`config.mk`:
```
export PLATFORM = sky130hd
export DESIGN_NAME = uart_rx_framer_flat
export DESIGN_NICKNAME = d
export VERILOG_FILES = /design/src/rtl/uart_rx_framer_if.sv /design/src/rtl/uart_rx_framer.sv /design/src/flat_wrapper.sv
export SDC_FILE = /design/constraint.sdc
export NUM_CORES = 1
export LEC_CHECK = 0
export BUFFER_PORTS_ARGS = -buffer_cell sky130_fd_sc_hd__buf_2
export CELL_PAD_IN_SITES_DETAIL_PLACEMENT = 0
export CELL_PAD_IN_SITES_GLOBAL_PLACEMENT = 2
export CORE_ASPECT_RATIO = 0.6
export CORE_MARGIN = 2
export CORE_UTILIZATION = 33
export CTS_CLUSTER_DIAMETER = 60
export DETAILED_ROUTE_END_ITERATION = 12
export PLACE_DENSITY = 0.8
export SLEW_MARGIN = 20
export SYNTH_ARGS = -nofsm -noshare
export SYNTH_HDL_FRONTEND = slang
export SYNTH_SLANG_ARGS = --single-unit
```
`constraint.sdc`:
```
create_clock -name clk -period 2.4 [get_ports clk]
set_clock_uncertainty 0.1 [all_clocks]
set_input_delay 0.24 -clock clk [delete_from_list [all_inputs] [get_ports clk]]
set_output_delay 0.24 -clock clk [all_outputs]
set_load 0.02 [all_outputs]
```
`src/rtl/uart_rx_framer_if.sv`:
```
// uart_rx_framer_if: received-word valid/ready handshake with framing and overrun flags.
interface uart_rx_framer_if #(parameter int DATA_BITS = 8);
    logic [DATA_BITS-1:0] data;
    logic                 valid;
    logic                 ready;
    logic                 frame_err;
    logic                 overrun;
    modport master (output data, valid, frame_err, overrun, input ready);
    modport slave (input data, valid, frame_err, overrun, output ready);
endinterface

```
`src/rtl/uart_rx_framer.sv`:
```
// uart_rx_framer: UART receive framing around an external bit sample counter.
module uart_rx_framer #(
    parameter int DATA_BITS = 8
) (
    input  logic              clk,
    input  logic              rst,
    input  logic              rx_i,
    input  logic              shift_i,
    input  logic              strobe_i,
    output logic              cnt_en_o,
    output logic              cnt_clr_o,
    uart_rx_framer_if.master  bus
);
    localparam int IW = $clog2(DATA_BITS);
    localparam logic [1:0] IDLE  = 2'd0;
    localparam logic [1:0] START = 2'd1;
    localparam logic [1:0] DATA  = 2'd2;
    localparam logic [1:0] STOP  = 2'd3;
    logic                 rx_s1_q, rx_s_q, shift_q, strobe_q;
    logic [1:0]           state_q, state_d;
    logic [IW-1:0]        bit_idx_q, bit_idx_d;
    logic [DATA_BITS-1:0] shreg_q, shreg_d, data_q, data_d;
    logic                 valid_q, valid_d, ferr_q, ferr_d, ovr_q, ovr_d;
    logic                 shift_e, strobe_e;
    assign shift_e  = shift_i & ~shift_q;
    assign strobe_e = strobe_i & ~strobe_q;
    always_comb begin
        state_d   = state_q;
        bit_idx_d = bit_idx_q;
        shreg_d   = shreg_q;
        data_d    = data_q;
        ferr_d    = ferr_q;
        ovr_d     = 1'b0;
        valid_d   = valid_q & ~bus.ready;
        case (state_q)
            IDLE:  state_d = rx_s_q ? IDLE : START;
            START: begin
                if (strobe_e) begin
                    state_d   = DATA;
                    bit_idx_d = '0;
                end else if (shift_e && rx_s_q) begin
                    state_d = IDLE;
                end
            end
            DATA: begin
                if (shift_e) shreg_d = {rx_s_q, shreg_q[DATA_BITS-1:1]};
                if (strobe_e) begin
                    if (bit_idx_q == IW'(DATA_BITS - 1)) state_d = STOP;
                    else bit_idx_d = bit_idx_q + IW'(1);
                end
            end
            default: begin
                // Complete on the stop-bit sample so the next start edge is not missed.
                if (shift_e) begin
                    state_d = IDLE;
                    if (!valid_q || bus.ready) begin
                        data_d  = shreg_q;
                        valid_d = 1'b1;
                        ferr_d  = ~rx_s_q;
                    end else begin
                        ovr_d = 1'b1;
                    end
                end
            end
        endcase
    end
    always_ff @(posedge clk) begin
        if (rst) begin
            rx_s1_q   <= 1'b1;
            rx_s_q    <= 1'b1;
            shift_q   <= 1'b0;
            strobe_q  <= 1'b0;
            state_q   <= IDLE;
            bit_idx_q <= '0;
            shreg_q   <= '0;
            data_q    <= '0;
            valid_q   <= 1'b0;
            ferr_q    <= 1'b0;
            ovr_q     <= 1'b0;
        end else begin
            rx_s1_q   <= rx_i;
            rx_s_q    <= rx_s1_q;
            shift_q   <= shift_i;
            strobe_q  <= strobe_i;
            state_q   <= state_d;
            bit_idx_q <= bit_idx_d;
            shreg_q   <= shreg_d;
            data_q    <= data_d;
            valid_q   <= valid_d;
            ferr_q    <= ferr_d;
            ovr_q     <= ovr_d;
        end
    end
    assign cnt_clr_o     = state_q == IDLE;
    assign cnt_en_o      = state_q != IDLE;
    assign bus.data      = data_q;
    assign bus.valid     = valid_q;
    assign bus.frame_err = ferr_q;
    assign bus.overrun   = ovr_q;
endmodule

```
`src/flat_wrapper.sv`:
```
// flat-port wrapper written by rule: the top's interface ports become plain ports
module uart_rx_framer_flat 
#(
    parameter int DATA_BITS = 8
)
  (clk, rst, rx_i, shift_i, strobe_i, cnt_en_o, cnt_clr_o, bus_data, bus_valid, bus_frame_err, bus_overrun, bus_ready);
  uart_rx_framer_if #(.DATA_BITS(DATA_BITS)) bus_i ();
  input  logic clk;
  input  logic rst;
  input  logic rx_i;
  input  logic shift_i;
  input  logic strobe_i;
  output logic cnt_en_o;
  output logic cnt_clr_o;
  output wire logic [$bits(bus_i.data)-1:0] bus_data;
  output wire logic [$bits(bus_i.valid)-1:0] bus_valid;
  output wire logic [$bits(bus_i.frame_err)-1:0] bus_frame_err;
  output wire logic [$bits(bus_i.overrun)-1:0] bus_overrun;
  input wire logic [$bits(bus_i.ready)-1:0] bus_ready;
  assign bus_data = bus_i.data;
  assign bus_valid = bus_i.valid;
  assign bus_frame_err = bus_i.frame_err;
  assign bus_overrun = bus_i.overrun;
  assign bus_i.ready = bus_ready;
  uart_rx_framer #(.DATA_BITS(DATA_BITS)) u_core (.clk(clk), .rst(rst), .rx_i(rx_i), .shift_i(shift_i), .strobe_i(strobe_i), .cnt_en_o(cnt_en_o), .cnt_clr_o(cnt_clr_o), .bus(bus_i));
endmodule
```
# Word-level counts from Yosys, hierarchy flattened
# Cells that the tools add are included.
[word_totals]
input_bits = 6
register_bits = 28
elab_cells = 57
out_inout_bits = 13
[op_classes]
bitwise_logic = 9
n_mux = 15
addsub = 1
n_eq_ne = 8
n_reduce_logical = 13
[ops]
columns = ["cell", "count"]
rows = [
  ["$mux W2", 5],
  ["$mux W3", 3],
  ["$reduce_and A4 Y1", 2],
  ["$ne A2 B1 Y1 const B", 3],
  ["$not A1 Y1", 6],
  ["$pmux W2 S3", 1],
  ["$pmux W3 S2", 1],
  ["$mux W1", 5],
  ["$reduce_or A5 Y1", 1],
  ["$reduce_bool A2 Y1", 2],
  ["$reduce_bool A4 Y1", 1],
  ["$add A3 B1 Y3 const B", 1],
  ["$and A1 B1 Y1", 3],
  ["$eq A3 B3 Y1 const B", 1],
  ["$ne A3 B1 Y1 const B", 1],
  ["$reduce_and A3 Y1", 1],
  ["$reduce_or A3 Y1", 1],
  ["$eq A2 B1 Y1 const B", 1],
  ["$eq A2 B2 Y1 const B", 1],
  ["$logic_not A2 Y1", 1],
  ["$ne A2 B2 Y1 const B", 1],
  ["$reduce_and A2 Y1", 1],
  ["$logic_and A1 B1 Y1", 1],
  ["$logic_not A1 Y1", 1],
  ["$logic_or A1 B1 Y1", 1],
]

# Longest topological paths before layout
[depth]
depth_word = 6
depth_mapped = 6

# Worst setup path after synthesis
# Ideal clock, no wire load.
[synth_timing]
kind = "register to register"
start = "register u_core.state_q[1]"
end = "register u_core.state_q[0]"
synth_period_minus_slack_ns = 1.733
stages_incl_launch_ff = 7
slack_ns = 0.667
required_ns = 2.184
setup_time_ns = 0.116
arrival_ns = 1.517
cell_sequence = "dfxtp_1 > inv_1 > ha_1 > or2_4 > o22ai_2 > a2111o_1 > o211a_1"
[synth_between]
elab_chain_cells = 3
[synth_lines]
columns = ["element", "line_no", "source"]
rows = [
  ["start: declaration", "uart_rx_framer.sv:20", "logic [1:0] state_q, state_d;"],
  ["start signal: assignment", "uart_rx_framer.sv:85", "state_q <= state_d;"],
  ["$eq A2 B1 Y1 (tied with other cells)", "uart_rx_framer.sv:35", "case (state_q)"],
  ["$ne A3 B1 Y1 (no source line) (tied with other cells)", "n/a", ""],
  ["$reduce_and A4 Y1 (no source line)", "n/a", ""],
]
# Parallel ways exist; a longest one is shown, timed or not.
# A chain may end at the register's enable or synchronous reset.

# Worst setup path in the final report
[layout_timing]
start = "register u_core.state_q[0]"
end = "register u_core.state_q[0]"
# Same word-level chain as after synthesis.

==> summary.txt <==
Outcome
  – Run status: complete, no violations

Route
  – Via/cell ratio: 4.88
  – Wire per inst: 12.7 um
  – Pre-antenna DRT Iters: 4
  – Antenna Nets Post-Route: 0
  – Final WL: 2390 um
  – Via count of the routed design: 923
  – DRC viols: 0
  – 1st-iter DRT viols: 25

Layout
  – Fin util: 41.1%
  – Finished layout cell area: 1380 um^2
  – Fin cells: 189
  – Share of cells above drive strength 1: 22.9%
  – Diode count: 0
  – Nets@finish: 157
  – Layout fillers: 331
  – Area Overhead vs Synth: 15.1%

Setup path
  – Worst EP required: 2.47 ns
  – Worst Setup SP: u_core.state_q[0]$_SDFFE_PP0P_
  – Reg2Reg Launch Point: u_core.state_q[0]$_SDFFE_PP0P_
  – Critical Path End Type: register
  – Worst Setup Start Kind: register
  – CP Data Arrival Time: 1.98 ns
  – CP max FO: 14
  – Setup CP Type: reg2reg

Floorplan
  – Initial core utilization: 35.7%
  – Die area: 4150 um^2
  – I/O Pins: 19
  – Die Height: 50.7 um
  – Cell Rows: 16
  – Core ar.: 3360 um^2
  – Die width: 81.9 um

Power
  – Power Density: 619 nW/um^2
  – Int Power: 654 uW
  – Clock share of power: 32.9%
  – Leakage: 0.000565 uW
  – Power Total: 856 uW
  – Total net switching power: 201 uW
  – Switching part of the total: 23.5%
  – Reg power frac: 55.8%
  – Combinational Power Share: 11.3%
  – Max VDD drop: 0.000250 V

Yosys
  – Async SR Flop Fraction: 0%
  – Dominant synthesized flop cell: dfxtp_1
  – Synth top cells by count: dfxtp_1, nor2_1, a21oi_1
  – Post-synth top area share: 46.7%
  – Post-synth cell types: 34
  – Most frequent cell after synthesis: dfxtp_1
  – Synth Warn #: 0
  – Syn Nets: 139
  – Synth area leaders: dfxtp_1, mux2i_1, ha_1, a21oi_1, nor2_1
  – Synthesized area: 1200 um^2
  – Mean Syn Cell Area: 9.46 um^2
  – Register bit total from synthesis: 28
  – Post-synth top area cell: dfxtp_1
  – Post-synth EDFFs: 0
  – Gate Count Post-Synth: 127
  – Sequential fraction of the synthesis area: 46.7%

Placement
  – I/O Buffers: 18
  – Cells after DPL: 185
  – Placed cell area: 1330 um^2
  – DP HPWL: 1780 um
  – RD Place Congestion: 0.755

CTS
  – Worst-Skew Late Latency: 0.27 ns
  – Post-CTS setup repair buffer count: 0
  – CTS tree: built
  – H-tree Lvls: 1
  – Clk sink count: 28
  – CTS clk-pin slew, worst paths: 0.09 ns
  – Post-CTS Hold Buffers: 0
  – CTS buffer count: 3
  – Clock Path Buffers: 2
  – Post-CTS Resized: 0
  – Root buffer cell: clkbuf_8

STA
  – Post-route setup TNS: 0 ns
  – RSZ-0062 raised after global routing: false
  – Slew of the pin with the lowest slew margin: 0.583 ns
  – Max Freq: 522 MHz
  – Final hold viol count: 0
  – Max-slew violations: 0
  – Fin crit period: 1.92 ns
  – Slew headroom: 61.1%
  – Final worst path period share: 79.9%
  – Final setup violating endpoints: 0

Global routing
  – Largest net degree at the start of global routing: 28
  – Overall routing resource usage: 12.6%
  – Vias in the first global route: 874
  – Global-route wire length before repair: 3930 um
  – Initial antenna violation count: 0
  – Grt total ovfl: 0

Hold path
  – Worst min path class: in2reg
  – Hold Path Origin: rx_i

Run
  – MaxCap Viol Count: 0
through the flow:
step	worst slack [ns]	hold slack, ns
after CTS	0.482	0.0445
final	0.483	0.0508
after global routing	0.346	0.0339
after global placement	0.585	0.295
after detailed placement	0.496	0.294
after floorplan	0.667	0.244
layout make-up:
class	instances	area, um^2	area share, %
clock buffer	4	55.1	3.98
inverter	6	22.5	1.63
multi-input combinational	87	591	42.7
sequential	28	561	40.5
tap	45	56.3	4.07
timing repair buffer	19	97.6	7.06
power by group through the flow:
| stage | sequential, uW | combinational, uW | clock (uW) |
|---|---|---|---|
| 6_report | 478 | 96.6 | 281 |
| 5_1_grt | 479 | 106 | 317 |
| 2_1_floorplan | 488 | 72.9 | 0 |
| 3_5_place_dp | 489 | 97.1 | 0 |
| 4_1_cts | 478 | 97.1 | 296 |
| 3_3_place_gp | 488 | 94.1 | 0 |
layout by cell type (no fill, tap or decap), types with 4 or more instances in the layout:
cell / instances
a21oi_1: 12
nor2_1: 13
clkbuf_8: 4
inv_1: 6
nand3_1: 8
ha_1: 6
nand2_1: 11
dfxtp_1: 28
mux2i_1: 9
buf_2: 18
per-layer routing:
metal | vias to the layer above | share of wire (%) | global-route usage [%]
li1 | 467 | - | -
met1 | 435 | 52 | 17.0
met2 | 19 | 42 | 19.1
met3 | 2 | 4.9 | 4.86
met4 | 0 | 0.17 | 2.22
met5 | - | 0 | 0
path summary, 6_finish.rpt:
path                                                  endpoint  cells after the start  slack [ns]
worst max-delay path            u_core.state_q[0]$_SDFFE_PP0P_                      5        0.48
worst min-delay path                 u_core.rx_s1_q$_SDFF_PP1_                      2        0.05
worst max register to register  u_core.state_q[0]$_SDFFE_PP0P_                      5        0.48
worst min register to register        u_core.rx_s_q$_SDFF_PP1_                      1        0.31
critical path, stage by stage (launching register included):
cell,delay [ns]
dfxtp_1,0.43
inv_1,0.11
ha_1,0.39
a21boi_2,0.26
a2111o_1,0.40
o211a_1,0.13
cells by family (layout without fill, tap and decap cells):
group | after synthesis | count (layout) | share of synthesized area, %
compound gates | 25 | 25 | 15.2
fa+ha+maj | 6 | 6 | 6.25
buf+inv | 12 | 29 | 4.17
flops | 28 | 28 | 46.7
mux | 9 | 9 | 7.50
simple gates | 47 | 47 | 20.2
flip-flops by register name, indices dropped and copies added (netlist names), 2 cells and up:
name	count
u_core.bus.data	8
u_core.shreg_q	8
u_core.state_q	2
u_core.bit_idx_q	3
Note: power is estimated with default switching activity, not from simulation.
